<file path="src/rtl/interp_pkg.sv">
// Shared constants and types for the interpolator timing-control blocks.
// Float format: 1 sign, 8 exponent (bias 127), 10 mantissa.
package interp_pkg;

   localparam int SIGN_BIT  = 18;
   localparam int EXP_MSB   = 17;
   localparam int EXP_LSB   = 10;
   localparam int MAN_W     = 10;
   localparam int EXP_BIAS  = 127;
   localparam int FLT_W     = SIGN_BIT + 1;
   localparam int PRIME_CNT = 4;

   typedef enum logic [1:0] {
      FILL,
      RUN,
      STALL
   } nco_state_e;

endpackage

</file>
<file path="src/rtl/interp_nco_frac2flt.sv">
// Combinational conversion of an unsigned PHASE_W-bit fraction (value f/2^PHASE_W)
// into the 19-bit float; mantissa is truncated, zero maps to all-zero.
module frac2flt
   import interp_pkg::*;
#(
   parameter int PHASE_W = 24
) (
   input  logic [PHASE_W-1:0] frac_i,
   output logic [FLT_W-1:0]   flt_o
);

   logic [4:0]               lz;
   logic [PHASE_W-1:0]       norm;
   logic [EXP_MSB-EXP_LSB:0] expo;
   logic [MAN_W-1:0]         man;

   // Lowest-to-highest scan so the most significant set bit wins.
   always_comb begin
      lz = 5'(PHASE_W - 1);
      for (int i = 0; i < PHASE_W; i++) begin
         if (frac_i[i]) begin
            lz = 5'(PHASE_W - 1 - i);
         end
      end
   end

   assign norm  = frac_i << lz;
   assign man   = MAN_W'(norm >> (PHASE_W - 1 - MAN_W));
   assign expo  = 8'(EXP_BIAS - 1) - {3'b000, lz};
   assign flt_o = (frac_i == '0) ? '0 : {1'b0, expo, man};

endmodule

</file>
<file path="src/rtl/interp_nco.sv">
// Phase-accumulator timing control for the Farrow interpolator: pulls one sample
// per accumulator wrap and presents the fractional interval mu as a float.
module interp_nco
   import interp_pkg::*;
#(
   parameter int PHASE_W    = 24,
   parameter int DATA_WIDTH = 19
) (
   input  logic                  clk,
   input  logic                  rst_n,
   input  logic [PHASE_W:0]      step,
   input  logic                  step_load,
   input  logic [DATA_WIDTH-1:0] sample_in,
   input  logic                  sample_valid,
   output logic                  sample_ready,
   output logic [DATA_WIDTH-1:0] x_out,
   output logic                  load,
   output logic [DATA_WIDTH-1:0] mu_out,
   output logic                  out_valid
);

   localparam logic [PHASE_W:0] STEP_ONE = {1'b1, {PHASE_W{1'b0}}};

   nco_state_e            state_q, state_d;
   logic [PHASE_W-1:0]    acc_q, acc_d;
   logic [PHASE_W:0]      step_q, step_d;
   logic [2:0]            fill_q, fill_d;
   logic [DATA_WIDTH-1:0] x_q, x_d;
   logic [DATA_WIDTH-1:0] mu_q, mu_d;
   logic                  load_q, load_d;
   logic                  valid_q, valid_d;

   logic [PHASE_W:0]      sum;
   logic                  carry;
   logic [FLT_W-1:0]      muNext;

   assign sum   = {1'b0, acc_q} + step_q;
   assign carry = sum[PHASE_W];

   frac2flt #(
      .PHASE_W (PHASE_W)
   ) u_frac2flt (
      .frac_i (sum[PHASE_W-1:0]),
      .flt_o  (muNext)
   );

   // Steps above 1.0 are clamped so at most one sample is consumed per output.
   assign step_d = step_load ? ((step > STEP_ONE) ? STEP_ONE : step) : step_q;

   always_comb begin
      state_d      = state_q;
      acc_d        = acc_q;
      fill_d       = fill_q;
      x_d          = x_q;
      mu_d         = mu_q;
      load_d       = 1'b0;
      valid_d      = 1'b0;
      sample_ready = 1'b0;

      unique case (state_q)
         FILL: begin
            sample_ready = 1'b1;
            if (sample_valid) begin
               x_d    = sample_in;
               load_d = 1'b1;
               fill_d = fill_q + 3'd1;
               if (fill_q == 3'(PRIME_CNT - 1)) begin
                  fill_d  = '0;
                  acc_d   = '0;
                  state_d = RUN;
               end
            end
         end
         RUN: begin
            sample_ready = carry;
            if (!carry || sample_valid) begin
               acc_d   = sum[PHASE_W-1:0];
               valid_d = 1'b1;
               mu_d    = muNext;
               if (carry) begin
                  load_d = 1'b1;
                  x_d    = sample_in;
               end
            end else begin
               state_d = STALL;
            end
         end
         STALL: begin
            sample_ready = 1'b1;
            if (sample_valid) begin
               acc_d   = sum[PHASE_W-1:0];
               valid_d = 1'b1;
               mu_d    = muNext;
               load_d  = 1'b1;
               x_d     = sample_in;
               state_d = RUN;
            end
         end
         default: begin
            state_d = FILL;
         end
      endcase
   end

   always_ff @(posedge clk or negedge rst_n) begin
      if (!rst_n) begin
         state_q <= FILL;
         acc_q   <= '0;
         step_q  <= STEP_ONE;
         fill_q  <= '0;
         x_q     <= '0;
         mu_q    <= '0;
         load_q  <= 1'b0;
         valid_q <= 1'b0;
      end else begin
         state_q <= state_d;
         acc_q   <= acc_d;
         step_q  <= step_d;
         fill_q  <= fill_d;
         x_q     <= x_d;
         mu_q    <= mu_d;
         load_q  <= load_d;
         valid_q <= valid_d;
      end
   end

   assign x_out     = x_q;
   assign mu_out    = mu_q;
   assign load      = load_q;
   assign out_valid = valid_q;

endmodule

</file>
<file path="config.mk">
export PLATFORM = sky130hd
export DESIGN_NAME = interp_nco
export DESIGN_NICKNAME = d
export VERILOG_FILES = /design/src/rtl/interp_pkg.sv /design/src/rtl/interp_nco_frac2flt.sv /design/src/rtl/interp_nco.sv
export SDC_FILE = /design/constraint.sdc
export NUM_CORES = 1
export LEC_CHECK = 0
export CAP_MARGIN = 25
export CORE_ASPECT_RATIO = 0.7
export CORE_MARGIN = 2
export CORE_UTILIZATION = 35
export DETAILED_ROUTE_END_ITERATION = 6
export GPL_ROUTABILITY_DRIVEN = 0
export PLACE_DENSITY = 0.65
export RECOVER_POWER = 50
export REMOVE_ABC_BUFFERS = 1
export SYNTH_ARGS = -nofsm -noshare
export SYNTH_HDL_FRONTEND = slang
export SYNTH_HIERARCHICAL = 1
export SYNTH_SLANG_ARGS = --single-unit
</file>
<file path="constraint.sdc">
create_clock -name clk -period 4.3 [get_ports clk]
set_input_delay 0.43 -clock clk [delete_from_list [all_inputs] [get_ports clk]]
set_output_delay 0.43 -clock clk [all_outputs]
set_load 0.02 [all_outputs]
</file>
==> impl.org, run 1 <==
** Status
- Result of the run :: finished, violations left
- The final reports fail on max-capacitance violations, max-slew violations, negative setup slack.

** Routing
- In the routed design, unresolved DRC markers number 0.
- The pre-antenna-repair detailed-routing pass consisted of 5 iterations.
- For this block, the initial DRC count from the detailed router was 553.
- Routed wire per std cell :: 17.15 um
- Post-detailed-route count of antenna-violating nets :: 0
- Detailed-route vias per instance :: 5.489
- Routed Wire Length :: 20,740 um
- The final route contains around 6.6k vias.

** Cells and area
- Inserted Diodes :: 0
- Once layout is done, the placed cells without fillers occupy 0.009719 mm^2.
- Proportion of layout cells with a drive suffix above 1 :: 33.09%
- For this run, the post-layout net count is 1,042.
- The filler cells instantiated in the layout total approximately 1.7k.
- Relative to the synthesized area, the layout overhead comes to 44.71%.

** Min path
- Worst hold path class :: register to register

** Critical path
- The cell that appears most often on the critical path is sky130_fd_sc_hd__a22oi_2.
- STA classifies the critical path startpoint as a register.
- Endpoint kind of the worst setup timing path :: register
- Data arrival, critical path :: 4810 ps
- For this run, the slowest stage of the critical path takes approximately 500 ps.
- Traced cell by cell, the critical path runs through ha_2 > fa_2 > a211oi_4 > o211ai_2 > a211o_2 > a21boi_2 > o221ai_2 > xnor2_2 > or4_4 > a211o_4 > buf_6 > a21o_4 > buf_4 > nand3_1 > o211ai_1 > a22oi_2 > a22oi_2 > mux2_2.
- Of all nets on the critical path, the largest fanout is 6.
- Critical-path cell with the highest stage delay :: sky130_fd_sc_hd__or4_4
- STA puts the critical path data required time at 4540 ps.
- Critical Setup Path Class :: register to register

** Power
- PwrDens :: 975.9 mW/mm^2
- Summed over all cells, the static leakage comes to 0.004280 uW.
- Worst IR Drop VDD :: about 0.46 mV

** Synthesis
- Synthesis produced a netlist whose cell count is 749.
- Number of different library cells in the post-synthesis netlist :: 90
- Share of synthesized registers carrying an async set or reset :: 100.0%
- In this run, synthesis inferred 0 flip-flops with an integrated enable.
- After synthesis, flip-flops and latches occupy a little over a third of the total area.
- Cell area after technology mapping :: 0.006716 mm^2
- The synthesized design contains 94 register bits.
- During synthesis, Yosys emitted a total of 6 warnings.
- The most used flip-flop cell after synthesis is sky130_fd_sc_hd__dfrtp_1.
- The average instance in the mapped netlist occupies between 8 and 9 um^2.

** STA
- Setup violations remaining at the end of the flow were counted as 11.
- PnR worst setup slack :: -266.2 ps
- Based on the critical path, the design can be clocked at up to 0.2190 GHz.
- Count of endpoints failing hold in the final timing report :: 0
- The worst pin sits at a relative slew slack of -103.5%.
- The worst path uses 106.2% of the clock period.
- Setup skew after layout :: 8.316 ps
- Unrepaired setup endpoints after global routing :: yes
- Slew at the pin with the worst max-slew slack :: about 3000 ps
- Number of max-slew violations in the final report :: 53
- The routed design could run at a clock period as short as 4566 ps.
- Post-route worst hold slack :: 477.5 ps

** Global route
- Number of global-route vias before repair :: 6,487
- Entering global routing, the biggest net connects 53 pins.
- The initial antenna violation count is 0.
- Overflow left after global routing :: 0
- Wire length of the first global-routing pass :: 33,750 um
- Across every metal layer, demand over resource in global routing totals 20.70%.

** CTS
- After clock tree synthesis, the clock-pin slew on the worst setup and hold paths is 70 ps.
- CTS tree :: done
- CTS H-tree lvls :: 3
- The clock net in this run drives a total of 94 sinks.
- In this run, CTS created clock tree buffers numbering 9.
- Clock latency on the worst-skew pair :: 360 ps
- The number of hold buffers added after CTS was 0.
- Buffer depth of the longest clock path :: 2
- Library cell used as clock root buffer :: sky130_fd_sc_hd__clkbuf_16

** Floorplanning
- 89 I/O pins were placed.
- Starting Density :: 35.60%
- Die Outline Area :: 0.02033 mm^2
- Placeable core area :: 0.01887 mm^2
- Total number of placement rows :: 42
- Die boundary width :: approximately 170 um
- From bottom edge to top edge, the die measures 119.9 um.

** Place
- Area post-placement :: roughly 0.0087 mm^2
- Hpwl dp :: 14,880 um
- Port Buffer Count :: 88

** Flow run
- Max-cap violations in this run came to 1.
==> registers in the layout (all words and copies together), names as in the netlist <==
| register | cells |
|---|---|
| load | 1 |
| x_out | 19 |
| acc_q | 24 |
| state_q | 2 |
| fill_q | 3 |
| out_valid | 1 |
| step_q | 25 |
| mu_out | 19 |
==> synth_stat cells (all sizes together), types with 8 or more instances <==
library cell,instances,area share [%]
a22oi,9,1.0
nor2,42,2.4
nor4,10,0.93
nor3,14,1.1
buf,23,2.4
o211ai,8,1.0
inv,45,2.5
mux2,45,8.7
xnor2,17,2.3
ha,31,5.8
nand2,101,5.6
a21oi,46,3.5
a211oi,11,1.5
nand3,29,2.2
dfrtp,93,35
o21ai,64,4.8
mux2i,8,1.2
a31oi,11,1.0
clkbuf,17,0.95
a21o,10,1.1
==> final cells by class <==
| cell class | count | area [um^2] | share of cell area (%) |
|---|---|---|---|
| Clock buffer | 10 | 239.0 | 2.459 |
| Timing Repair Buffer | 241 | 2066 | 21.25 |
| Multi-Input combinational cell | 570 | 4514 | 46.45 |
| Inverter | 46 | 173.9 | 1.789 |
| Clock inverter | 6 | 70.07 | 0.7209 |
| Sequential cell | 94 | 2354 | 24.21 |
| Tap cell | 242 | 302.8 | 3.115 |
==> worst paths after layout <==
check,startpoint,depth (start not counted),slack (ps),to
hold / removal,acc_q[18]$_DFFE_PN0P_,2,480,acc_q[18]$_DFFE_PN0P_
setup reg to reg,acc_q[0]$_DFFE_PN0P_,18,-270,mu_out[4]$_DFFE_PN0P_
max in group asynchronous,rst_n,2,920,fill_q[1]$_DFFE_PN0P_
setup / recovery,acc_q[0]$_DFFE_PN0P_,18,-270,mu_out[4]$_DFFE_PN0P_
hold reg to reg,acc_q[18]$_DFFE_PN0P_,2,480,acc_q[18]$_DFFE_PN0P_
min in group asynchronous,rst_n,1,1070,acc_q[6]$_DFFE_PN0P_
==> per-layer routing <==
layer  track usage (%)  vias up  wire length, um
met5                 0        -                0
met4             4.541        0              315
met3             5.673       32             1581
met2             30.56      275             8777
met1             30.17     3182            10060
li1                  -     3147                -
==> stage by stage <==
step / TNS, ps / cells / setup slack, ps / util [%] / power, uW
floorplan: -12690 / 710 / -1174 / - / 4907
global placement: -4803 / 1176 / -588.5 / 46.13 / 7394
detailed placement: -7176 / 1176 / -746.2 / 46.13 / 7424
CTS: -1523 / 1204 / -191.5 / 49.87 / 8918
global route: -3887 / 1209 / -428.1 / 51.52 / 10070
finish: -1931 / 1209 / -266.2 / 51.52 / 9485
==> power breakdown <==
| group | total [uW] | internal [uW] | switching (uW) |
|---|---|---|---|
| clock | 847 | 471 | 376 |
| combinational | 7250 | 3410 | 3840 |
| sequential | 1390 | 1210 | 183 |
==> critical path, delay by kind of cell, from the launching register on <==
family | cells | cell delay [ps]
xor gates and xnor gates | 1 | 170
AOI/OAI and AO/OA | 10 | 2110
buffers and inverters | 2 | 280
and+or+nand+nor | 2 | 660
adders and majority gates | 2 | 590
muxes | 1 | 260
DFF | 1 | 380
==> layout by cell type (no fill, tap or decap), types with 27 or more instances in the layout <==
cell type	instances
sky130_fd_sc_hd__buf_4	142
sky130_fd_sc_hd__nand2_1	101
sky130_fd_sc_hd__dfrtp_1	93
sky130_fd_sc_hd__clkdlybuf4s50_1	76
sky130_fd_sc_hd__o21ai_0	53
sky130_fd_sc_hd__inv_1	44
sky130_fd_sc_hd__a21oi_1	40
sky130_fd_sc_hd__nor2_1	37
sky130_fd_sc_hd__ha_1	27
==> kinds of logic (layout without fill, tap and decap cells) <==
kind of cell / count (synthesis) / after routing / share of synthesized area, %
flops: 94 / 94 / 35.04
fa+ha+maj: 32 / 32 / 6.073
buf+inv: 86 / 303 / 5.905
simple gates: 236 / 236 / 16.52
xor+xnor: 23 / 23 / 3.111
compound gates: 221 / 221 / 22.37
other cells: 1 / 2 / 0.05583
mux: 56 / 56 / 10.92
==> timing repair <==
item | CTS | global route
pin swaps | 31 | 36
gates resized for setup | 62 | 54
setup endpoints to repair | 17 | 18
buffers inserted | 12 | 7
Note: power is estimated with default switching activity, not from simulation.
==> run 2: changes to the inputs <==
CAP_MARGIN = default   (was 25)
PLACE_DENSITY = default   (was 0.65)
==> impl.org, run 2 (synthesized netlist as in run 1, its figures left out) <==
** Cells and area
- Inserted Diodes :: 0
- After the last flow step, the layout net total stands at 1,050.
- In the layout the commonest cells are 150 x sky130_fd_sc_hd__buf_4, 100 x sky130_fd_sc_hd__nand2_1, 93 x sky130_fd_sc_hd__dfrtp_1.
- Cells with a size suffix above 1 make up around 33% of the layout.
- Post-layout util :: roughly half
- Largest Register :: step_q
- In the final layout, the registers with the most flip-flops are step_q (25), acc_q (24).
- The library cell used most frequently in the layout, excluding fill and tap cells, is sky130_fd_sc_hd__buf_4.
- Post-route cell area :: 0.009686 mm^2
- Flip-flop count of the largest register after layout :: 25
- The area growth from synthesis to layout is 44.21%.

** Flow run
- Max-cap violation count :: 1

** Status
- The run finished, with violations left.
- Violations in the final reports :: max-capacitance violations, max-slew violations, negative setup slack

** Power
- Registers are responsible for 14.6% of the overall power.
- The internal portion of the total power is between 5000 and 6000 uW.
- The share of total power dissipated in the clock network is between 9 and 10%.
- In this run the power density over the cells is 977.9 mW/mm^2.
- Fraction of power consumed by combinational cells :: 76.4%
- LEAKAGE :: approximately 0.0043 uW
- VDD sags by at most 0.4450 mV.
- In this run the power spent charging and discharging nets is 4375 uW.
- Proportion of total power due to net switching :: a little under half

** CTS
- CTS H-tree lvls :: 3
- Clock tree synthesis inserted a total of 9 buffers.
- After clock tree synthesis, the flow added hold-fix buffers numbering 0.
- Counting along the longest clock path gives a buffer depth of 2.
- Count of clock tree sinks :: between 90 and 100
- The tree is rooted in a sky130_fd_sc_hd__clkbuf_16.
- CTS tree :: done
- At the later pin of the worst-skew pair, clock insertion delay measures 370 ps.
- Clock slew at reported path FFs :: 70 ps

** Routing
- Post-detailed-route count of antenna-violating nets :: 0
- After detailed routing, the number of vias per cell comes to 5.366.
- Routed wire per std cell :: 16.81 um
- Drt initial violations :: roughly 440
- Vias post-DR :: 6,530
- For this run, design rule violations remaining after detail routing come to 0.
- Number of detailed-route iterations in the first pass :: 5
- For this block, the routed nets add up to 20,450 um of wire.

** Floorplanning
- The die is between 100 and 150 um tall.
- Placeable core area :: 0.01887 mm^2
- Total number of placement rows :: 42
- The die is 169.6 um wide.
- Die Outline Area :: 0.02033 mm^2
- Once the floorplan was initialized, standard cells occupied about 36% of the core.
- I/O pin count :: roughly 90

** STA
- The tightest hold path in the finished design has a slack of around 480 ps.
- Unrepaired setup endpoints after global routing :: yes
- Count of final setup violators :: 10
- Of the available clock period, the critical path in the final layout requires 104.8%.
- Setup skew after layout :: approximately 13 ps
- Number of max-slew violations in the final report :: 58
- Once routing completed, OpenROAD measured the worst setup slack at -208.4 ps.
- The smallest clock period supported by the final layout is computed as 4508 ps.
- Derived from the worst setup path, the maximum achievable clock frequency is 0.2218 GHz.
- Count of endpoints failing hold in the final timing report :: 0
- Adding up every negative setup slack in the final design gives -1497 ps.
- Slew at the pin with the worst max-slew slack :: about 3000 ps
- Relative slew slack :: -102.5%

** Critical path
- Beginning of the critical path :: acc_q[0]$_DFFE_PN0P_
- Data on the critical path is required at its endpoint by 4540 ps.
- Critical register-to-register path startpoint :: acc_q[0]$_DFFE_PN0P_
- Of all nets on the critical path, the largest fanout is 4.
- Endpoint of the worst setup timing path :: mu_out[4]$_DFFE_PN0P_
- Endpoint kind of the worst setup timing path :: register
- Critical register-to-register path endpoint :: mu_out[4]$_DFFE_PN0P_
- The critical path is of the register to register type.
- Data arrival, critical path :: 4750 ps
- Across all register-to-register paths, the minimum setup slack is -210 ps.
- Type of origin of the critical path :: register
- For the worst flop-to-flop path, the logic depth is 19.

** Global route
- Number of global-route vias before repair :: 6,348
- Overflow left after global routing :: 0
- The first global-routing pass estimated ~33,000 um of wire.
- Number of antenna violations at the first check in global routing :: 0
- Largest net degree at the start of global routing :: 58
- Total routing usage reported by global routing :: 20.42%

** Place
- Area post-placement :: approximately 0.009 mm^2
- Buffers placed on the I/O ports in this run total slightly below 90.
- After legalization and detailed placement, the total HPWL measured 15,120 um.

** Min path
- Worst hold path class :: register to register
==> run 2: worst min path at each step <==
stage	start	end	slack, ps	cells after the start
floorplan	rst_n	acc_q[0]$_DFFE_PN0P_	130	0
global placement	acc_q[18]$_DFFE_PN0P_	acc_q[18]$_DFFE_PN0P_	460	2
detailed placement	acc_q[19]$_DFFE_PN0P_	acc_q[19]$_DFFE_PN0P_	460	2
CTS	rst_n	step_q[6]$_DFFE_PN0P_	140	1
global route	acc_q[17]$_DFFE_PN0P_	acc_q[17]$_DFFE_PN0P_	510	2
finish	acc_q[19]$_DFFE_PN0P_	acc_q[19]$_DFFE_PN0P_	480	2
==> run 2: per-layer routing <==
| metal | wire (um) | global-route usage (%) | vias to the layer above | part of all wire [%] |
|---|---|---|---|---|
| met5 | 0 | 0 | - | 0 |
| met4 | 239 | 4.754 | 0 | 1.2 |
| met3 | 1416 | 5.607 | 25 | 6.9 |
| met2 | 8472 | 29.57 | 212 | 41 |
| met1 | 10330 | 30.10 | 3136 | 50 |
| li1 | - | - | 3157 | - |
==> run 2: cell type report <==
| type | count | area, um^2 |
|---|---|---|
| inverters | 46 | 180.2 |
| repair buffers | 249 | 2113 |
| clock inverters | 7 | 90.09 |
| fillers | 1730 | 9180 |
| clock buffers | 9 | 225.2 |
| flip-flops and latches | 94 | 2354 |
| well taps | 242 | 302.8 |
| multi-input cells | 570 | 4420 |
==> run 2: critical path, cell delays in order, from the launching register on <==
cell and delay (ps):
sky130_fd_sc_hd__dfrtp_1 390, sky130_fd_sc_hd__ha_2 200, sky130_fd_sc_hd__fa_2 370, sky130_fd_sc_hd__a211oi_4 250, sky130_fd_sc_hd__o211ai_2 140, sky130_fd_sc_hd__buf_4 160, sky130_fd_sc_hd__a32oi_2 210, sky130_fd_sc_hd__a31oi_2 130
sky130_fd_sc_hd__o21a_1 210, sky130_fd_sc_hd__nor2_2 120, sky130_fd_sc_hd__xnor2_2 90, sky130_fd_sc_hd__or4_4 450, sky130_fd_sc_hd__a211o_4 320, sky130_fd_sc_hd__a21oi_4 160, sky130_fd_sc_hd__nor2_4 80, sky130_fd_sc_hd__buf_6 130
sky130_fd_sc_hd__mux4_2 420, sky130_fd_sc_hd__a22oi_2 190, sky130_fd_sc_hd__a22oi_1 110, sky130_fd_sc_hd__mux2_4 260
==> run 2: what timing repair did <==
| action | in CTS | in global routing |
|---|---|---|
| gates resized for setup | 63 | 42 |
| pin swaps | 20 | 11 |
| setup endpoints to repair | 14 | 15 |
| endpoints found under the hold margin | 0 | 0 |
| buffers inserted | 11 | 3 |
==> run 2: power by group through the flow <==
stage | clock network [uW] | logic (uW) | registers (uW)
floorplan | 0 | 3320 | 1580
global placement | 0 | 6210 | 1390
detailed placement | 0 | 6210 | 1390
CTS | 894 | 6740 | 1380
global route | 925 | 7710 | 1420
finish | 859 | 7230 | 1380
==> run 2: metrics by stage <==
stage	setup slack [ps]	power, uW	instances
global placement	-511.6	7601	1188
floorplan	-1174	4907	710
global route	-415.9	10060	1217
detailed placement	-575.0	7605	1188
CTS	-183.3	9019	1214
finish	-208.4	9472	1217
==> run 3: changes to the inputs <==
CORE_UTILIZATION = 40   (was 35)
==> impl.org, run 3 (synthesized netlist as in run 1, its figures left out) <==
** Status
- Result of the run :: finished, violations left
- Violations in the final reports :: max-capacitance violations, max-slew violations, negative setup slack

** Routing
- DRC violations left :: 0
- Using the TritonRoute via totals, the vias-per-cell ratio works out to 5.620.
- Routed wire per std cell :: approximately 18 um
- Routed Wire Length :: 21,250 um
- Drt initial violations :: 591
- Number of detailed-route iterations in the first pass :: 5
- Post-detailed-route count of antenna-violating nets :: 0
- For this block, the via count after detailed routing is 6,755.

** Cells and area
- Most common cell after layout, fill and taps aside :: sky130_fd_sc_hd__buf_4
- The register with the most flip-flops in the final layout is step_q.
- Inserted Diodes :: 0
- The net count of the finished layout is 1,052.
- Proportion of layout cells with a drive suffix above 1 :: 33.57%
- In the layout the commonest cells are 152 x sky130_fd_sc_hd__buf_4, 99 x sky130_fd_sc_hd__nand2_1, 93 x sky130_fd_sc_hd__dfrtp_1.
- Area added between synthesis and finish :: 45.34%
- The largest registers in the layout are step_q (25), acc_q (24).
- Flip-flop count of the largest register after layout :: 25

** CTS
- Buffer depth of the longest clock path :: 2
- The tree is rooted in a sky130_fd_sc_hd__clkbuf_16.
- Count of clock tree sinks :: 94
- TritonCTS built the clock tree.
- CTS H-tree lvls :: 3
- At the later pin of the worst-skew pair, clock insertion delay measures 360 ps.
- Number of clock buffers inserted by TritonCTS :: 9
- Clock-pin slew was measured on the worst setup and hold paths at 70 ps.

** Power
- Power spread over the standard cell area amounts to 988.6 mW/mm^2.
- LEAKAGE :: 0.004346 uW
- Worst IR Drop VDD :: 0.5114 mV
- The clock network accounts for about a tenth of the total power.
- In this run, flip-flops and latches consume approximately 14% of the power.
- For this design the total switching power over the nets is 4424 uW.
- Combinational cells account for 75.6% of the total power.
- Proportion of total power due to net switching :: 45.84%
- The internal power of the cells totals ~5200 uW.

** STA
- Final min period :: 4565 ps
- Setup repair after global routing could not meet its margin everywhere.
- Across all setup checks in the final design, the least slack found is -264.9 ps.
- Max Clock Freq :: 0.2191 GHz
- Count of endpoints failing hold in the final timing report :: 0
- Relative slew slack :: -129.2%
- The number of max-slew violations in the final report is 64.
- Post-route worst hold slack :: 475.1 ps
- Setup skew after layout :: about 9.6 ps
- At the pin with the least slew margin, the transition time is 3438 ps.
- Share of the clock period used by the worst path :: 106.2%
- After routing, the total negative slack on setup checks comes to -1729 ps.
- Count of final setup violators :: 10

** Place
- OpenSTA, run right after detailed placement, puts the worst setup slack at -524.2 ps.
- Summed over all nets, the half-perimeter wirelength after detailed placement is 15,170 um.
- Port Buffer Count :: 88

** Floorplanning
- Total number of placement rows :: 39
- The die is ~160 um wide.
- Placeable core area :: 0.01640 mm^2
- Die Outline Area :: 0.01786 mm^2
- For this configuration, the core starts out at a cell density of about 40%.
- For this design the top-level I/O count stands at 89.
- Die span in y :: 112.4 um

** Flow run
- Across the run, the number of max-cap violations was 1.

** Global route
- Wire length of the first global-routing pass :: 34,380 um
- For this run, the total global-route usage over all layers was measured as 23.63%.
- Number of antenna violations at the first check in global routing :: 0
- Entering global routing, the biggest net connects 64 pins.
- The via count of the first global-routing pass was 6,677.
- Global routing finished with a remaining overflow of 0.

** Critical path
- The critical path is of the register to register type.
- Type of origin of the critical path :: register
- Req. time, crit path :: 4600 ps
- STA puts the critical path data arrival time at 4870 ps.
- The worst setup path is captured at a register.
- Of all nets on the critical path, the largest fanout is 6.

** Min path
- Worst hold path class :: register to register
## run 3: cell count changes in the layout (fill, tap and decap cells not counted), sizes merged, moves of 2 or more
cell	before	now
inv	49	47
bufinv	1	3
clkinv	3	1
buf	159	161
## run 3: path summary, 6_finish.rpt
| path | to | startpoint | slack (ps) | depth (start not counted) |
|---|---|---|---|---|
| worst max-delay path | mu_out[1]$_DFFE_PN0P_ | step_q[4]$_DFFE_PN0P_ | -260 | 19 |
| worst min-delay path | acc_q[19]$_DFFE_PN0P_ | acc_q[19]$_DFFE_PN0P_ | 480 | 2 |
| worst max register to register | mu_out[1]$_DFFE_PN0P_ | step_q[4]$_DFFE_PN0P_ | -260 | 19 |
| worst min register to register | acc_q[19]$_DFFE_PN0P_ | acc_q[19]$_DFFE_PN0P_ | 480 | 2 |
| max in group asynchronous | x_out[18]$_DFFE_PN0P_ | rst_n | 890 | 2 |
| min in group asynchronous | step_q[3]$_DFFE_PN0P_ | rst_n | 1220 | 1 |
## run 3: critical path: stages (launching register included)
cell	delay (ps)
sky130_fd_sc_hd__dfrtp_1	410
sky130_fd_sc_hd__ha_4	290
sky130_fd_sc_hd__o211ai_1	80
sky130_fd_sc_hd__o21a_1	240
sky130_fd_sc_hd__a221oi_4	300
sky130_fd_sc_hd__o221ai_2	160
sky130_fd_sc_hd__o21ai_1	180
sky130_fd_sc_hd__buf_4	170
sky130_fd_sc_hd__a31oi_2	120
sky130_fd_sc_hd__xnor2_2	200
sky130_fd_sc_hd__or4_4	570
sky130_fd_sc_hd__a211o_4	310
sky130_fd_sc_hd__buf_4	150
sky130_fd_sc_hd__o21ai_2	130
sky130_fd_sc_hd__buf_4	200
sky130_fd_sc_hd__a221oi_1	90
sky130_fd_sc_hd__a211oi_1	440
sky130_fd_sc_hd__a21oi_1	80
sky130_fd_sc_hd__o22ai_1	200
sky130_fd_sc_hd__mux2_4	170
## run 3: per-layer routing
metal  part of all wire (%)  global-route usage, %
met1                     47                  33.78
met4                    2.2                  6.242
met5                      0                      0
met3                    6.6                  4.545
met2                     44                  36.94
## run 3: power by group through the flow
stage | registers (uW) | clock network (uW) | logic [uW]
after floorplan | 1580 | 0 | 3320
after global placement | 1380 | 0 | 6010
after detailed placement | 1400 | 0 | 6090
after CTS | 1390 | 977 | 6640
after global routing | 1430 | 1020 | 7770
final | 1390 | 958 | 7300
## run 3: final cells by class
cell class                 count  area (um^2)
fill                        1400         6634
multi-input combinational    570         4458
sequential                    94         2354
timing repair buffer         251         2135
tap                          225        281.5
clock buffer                  10        239.0
inverter                      46        180.2
clock inverter                 6        115.1
## run 3: timing repair
action,CTS,global route
buffers inserted,12,14
pin swaps,32,14
resized for setup,61,48
setup endpoints to repair,14,15
hold buffers,0,0
cloned,1,0
## run 3: per-stage QoR
stage	instances	utilization (%)	area, um^2	total power (uW)
final	1202	59.54	9762	9650
after detailed placement	1162	53.16	8716	7488
after global placement	1162	53.16	8716	7392
after global routing	1202	59.54	9762	10220
after floorplan	710	-	6496	4907
after CTS	1190	57.61	9445	9015
==> patch 1: new RTL, config.mk and constraints of run 1 <==
`PHASE_W` is set to 24 in 2 places; all go to 20.
--- a/src/rtl/interp_nco_frac2flt.sv
+++ b/src/rtl/interp_nco_frac2flt.sv
@@ -4,5 +4,5 @@
    import interp_pkg::*;
 #(
-   parameter int PHASE_W = 24
+   parameter int PHASE_W = 20
 ) (
    input  logic [PHASE_W-1:0] frac_i,
--- a/src/rtl/interp_nco.sv
+++ b/src/rtl/interp_nco.sv
@@ -4,5 +4,5 @@
    import interp_pkg::*;
 #(
-   parameter int PHASE_W    = 24,
+   parameter int PHASE_W    = 20,
    parameter int DATA_WIDTH = 19
 ) (
Ports: changed (resized step); port bits go from 89 to 85. No check against the original RTL was run, so the function may have changed too.
==> patch 1 against run 1 <==
The flow still finishes with violations (capacitance limit, slew limit, setup timing); wire length shrank 19%; area after synthesis shrank 10%; synthesized cell count shrank 13%; total power shrank 33%; design area shrank 13%; sequential cell count shrank 8; setup slack gained 0.23 ns; sequential share of layout area grew 1.2 points; critical endpoint is now mu_out[5]; largest cell class unchanged; largest power group unchanged.
==> patch 1: results (changes against run 1) <==
run_status:
  outcome: "finished, violations left"
  violations: "capacitance limit, slew limit, setup timing"
power_and_ir_drop:
  vdd.ir_drop.worst_mv: 0.319  # -30%
  cellLeakagePower_nw: 3.67  # -14%
cells_and_area:
  buffers: 191  # -21%
  clock_cell_area_share_pct: 3.90  # +0.72 points
  final_util_pct: 49.7  # -1.8 points
  sh_seq_area_pct: 25.4  # +1.2 points
  largestRegisters: "step_q x21, acc_q x20"
  nFillCells: 1609  # -4.2%
  inv_count: 62  # +35%
  final_nets: 894  # -14%
  buffer_area_share_pct: 19.8  # -1.4 points
  clockBufferCount: 9  # -1
  multi_input_gates: 472  # -17%
  design.seq.count: 86  # -8.5%
timing:
  final-setup-viol-count: 1  # -10
  maxSlewViolCount: 57  # +7.5%
  fin_ws_ns: -0.0333  # +0.233 ns
  setup_tns_ns: -0.0333  # +1.90 ns
  slew_headroom_pct: -99.7  # +3.8 points
  fin_worst_hold_slack_ns: 0.489  # +0.0119 ns
  skew_ns: 0.00601  # -0.00231 ns
route:
  post_drt_wl_per_cell_um: 15.9  # -7.1%
  routed_wl_um: 16900  # -19%
  viasPerCell: 5.17  # -5.9%
placement:
  numPortBuffers: 84  # -4.5%
  hpwl_um: 12200  # -18%
  place_area_sq_mm: 0.00763  # -12%
  pre_cts_ws_ns: -0.263  # +0.484 ns
  place_inst: 1021  # -13%
min_path:
  min-delay-start: "mu_out[18]"
  whs_path_depth: 1  # -1
  min_to: "mu_out[18]"
global_route:
  grt_usage_pct: 18.3  # -2.4 points
  grt_pass1_wl_um: 27300  # -19%
  grt_pass1_vias: 5242  # -19%
  grt_max_degree: 57  # +7.5%
synthesis:
  ys_top_cells_by_count: "dfrtp_1 (85), nand2_1 (80), inv_1 (61)"
  ys_async_sr_fraction_pct: 100  # unchanged
  yosys.area_share.adder_pct: 5.92  # -0.15 points
  synthXorXnorAreaFrac_pct: 2.75  # -0.36 points
  netlist_top_cells_area: "dfrtp_1 (35%), mux2i_1 (6.3%), ha_1 (5.6%)"
  yosysSeqAreaShare_pct: 35.6  # +0.60 points
  netlist_instances: 651  # -13%
  post_synth_mux_area_share_pct: 15.4  # +4.4 points
  yosysUniqueCellTypes: 83  # -7.8%
  avgSynthCellArea_sq_um: 9.28  # +3.5%
  synth-compound-area-share_pct: 18.5  # -3.9 points
cts:
  root_buffer: "clkbuf_16"
  cts_setup_buffers: 7  # -5
  clkLatencyLatePin_ns: 0.34  # -0.02 ns
  cts_resized: 26  # -58%
critical_path:
  cpPeakStageDelay_ns: 0.44  # -0.07 ns
  critical_path_peak_fanout: 7  # +1
  timing.rr.end: "mu_out[5]"
  cp.arrival_ns: 4.56  # -0.25 ns
  r2r.worst_path.cells: 20  # +2
job:
  drv_cap: 1  # unchanged
[patch 1: cell types whose count changed after synthesis, moves of 6 or more]
| cell | delta |
|---|---|
| mux2_4 | -9 |
| o21ai_0 | -19 |
| nand2_1 | -21 |
| a31oi_1 | -6 |
| inv_1 | +16 |
| a22oi_1 | -8 |
| nor2_1 | -7 |
| dfrtp_1 | -8 |
| a21oi_1 | -9 |
| nand3_1 | -16 |
| mux2i_1 | +30 |
[patch 1: power by group]
part | switching, mW | internal (mW) | total, mW | leakage, nW
logic | 2.20 | 2.07 | 4.27 | 2.45
clock network | 0.366 | 0.519 | 0.885 | 0.159
registers | 0.140 | 1.07 | 1.21 | 1.07
total | 2.70 | 3.66 | 6.36 | 3.67
[patch 1: routing by layer]
metal | track usage (%) | vias to the layer above | wire (um)
li1 | - | 2649 | -
met1 | 26.7 | 2611 | 8240
met2 | 28.1 | 196 | 7340
met3 | 4.73 | 10 | 1220
met4 | 2.38 | 0 | 67
met5 | 0 | - | 0
==> patch 2: new RTL, settings of run 1 <==
Made on the original files. Reset style: synchronous (`rst_n`), changed in one clocked block.
--- a/src/rtl/interp_nco.sv
+++ b/src/rtl/interp_nco.sv
@@ -103,5 +103,5 @@
    end
 
-   always_ff @(posedge clk or negedge rst_n) begin
+   always_ff @(posedge clk) begin
       if (!rst_n) begin
          state_q <= FILL;
Formal check against the unedited RTL: differs if rst_n is asserted again (counterexample within 4 cycles, from zero or initial values and one cycle with rst_n low); with rst_n held inactive, the same outputs for 4 cycles.
==> patch 2 against run 1 <==
The flow finishes with violations (setup timing); die area is 0.67% lower; critical path type unchanged; sequential cell count is the same; wire length up 7.4%; synthesized cell count up 10%; final cell count is 5.7% higher; area after synthesis decreased by 0.69%; design area decreased by 0.63%; setup slack improved by 0.22 ns.
Power is left out: it rests on default switching activity, and per cell area and clock period it moved more than threefold.
==> patch 2: results (changes against run 1) <==
synthesis:
  ys_top_cells_by_count: "a21oi_1 (105), dfxtp_1 (94), nor2_1 (84)"
  netlist_instances: 824  # +10%
  netlist_top_cells_area: "dfxtp_1 (28%), a21oi_1 (7.9%), ha_1 (5.8%)"
  yosysUniqueCellTypes: 86  # -4.4%
  yosys_most_used_dff: "dfxtp_1"
  ys_async_sr_fraction_pct: 0  # -100 points
  yosysSeqAreaShare_pct: 28.2  # -6.8 points
cells_and_area:
  drive_gt1_share_pct: 28.8  # -4.3 points
  final_nets: 1111  # +6.6%
  nFillCells: 1770  # +5.4%
min_path:
  min_to: "fill_q[2]"
  min-delay-start: "fill_q[2]"
timing:
  slew_headroom_pct: 9.43  # +110 points
  final-setup-viol-count: 2  # -9
  fin_worst_hold_slack_ns: 0.438  # -0.0395 ns
  setup_tns_ns: -0.0780  # +1.85 ns
  fin_ws_ns: -0.0486  # +0.218 ns
cts:
  cts_setup_buffers: 4  # -8
global_route:
  grt_pass1_vias: 6917  # +6.6%
  grt_max_degree: 50  # -5.7%
  grt_pass1_wl_um: 35000  # +3.8%
critical_path:
  reg2reg_from: "acc_q[16]"
  critical_path_peak_fanout: 4  # -2
route:
  post_drt_wl_per_cell_um: 17.4  # +1.6%
  viasPerCell: 5.71  # +4.1%
placement:
  place_area_sq_mm: 0.00867  # -0.40%
  place_inst: 1245  # +5.9%
  hpwl_um: 15900  # +7.0%
run_status:
  violations: "setup timing"
  outcome: "finished, violations left"
patch 2: cell types whose count changed after synthesis, sizes merged, moves of 41 or more:
cell | run 1 | this run
a21oi | 46 | 107
dfrtp | 93 | 0
dfxtp | 0 | 94
mux2 | 45 | 4
nand2 | 101 | 33
nor2 | 42 | 85
patch 2: kinds of logic after synthesis:
group	Yosys count	share of synthesized area [%]
other	1	0.0562
AOI/OAI and AO/OA	289	31.0
buffers and inverters	80	5.98
muxes	36	6.10
DFF	94	28.2
and+or+nand+nor	272	20.0
adders and majority gates	32	6.12
xor gates and xnor gates	20	2.63
patch 2: layout make-up:
type                       instances  area [sq um]  area share (%)
clock inverter                     7          87.6           0.907
inverter                          27           104            1.08
multi-input combinational        651          4890            50.6
clock buffer                       9           225            2.33
timing repair buffer             248          2160            22.3
tap                              242           303            3.14
sequential                        94          1890            19.6
patch 2: worst max-delay path, delay by kind of cell, from the launching register on:
| family | cells | cell delay, ns |
|---|---|---|
| muxes | 2 | 0.32 |
| AOI/OAI and AO/OA | 11 | 2.53 |
| DFF | 1 | 0.34 |
| and+or+nand+nor | 2 | 0.56 |
| buffers and inverters | 1 | 0.07 |
| xor gates and xnor gates | 1 | 0.17 |
| adders and majority gates | 1 | 0.24 |
patch 2: stage by stage:
step                      util [%]  setup WS, ns
after floorplan                  -        -0.855
after global placement        46.1        -0.180
after detailed placement      46.1        -0.351
after CTS                     48.7       0.00247
after global routing          51.3        -0.152
final                         51.3       -0.0486
patch 2: metal layers:
metal  share of wire (%)  vias up  global-route usage (%)
li1                    -     3487                       -
met1                  46     3473                    29.7
met2                  44      313                    33.0
met3                 8.6       30                    6.53
met4                 1.2        0                    4.22
met5                   0        -                       0
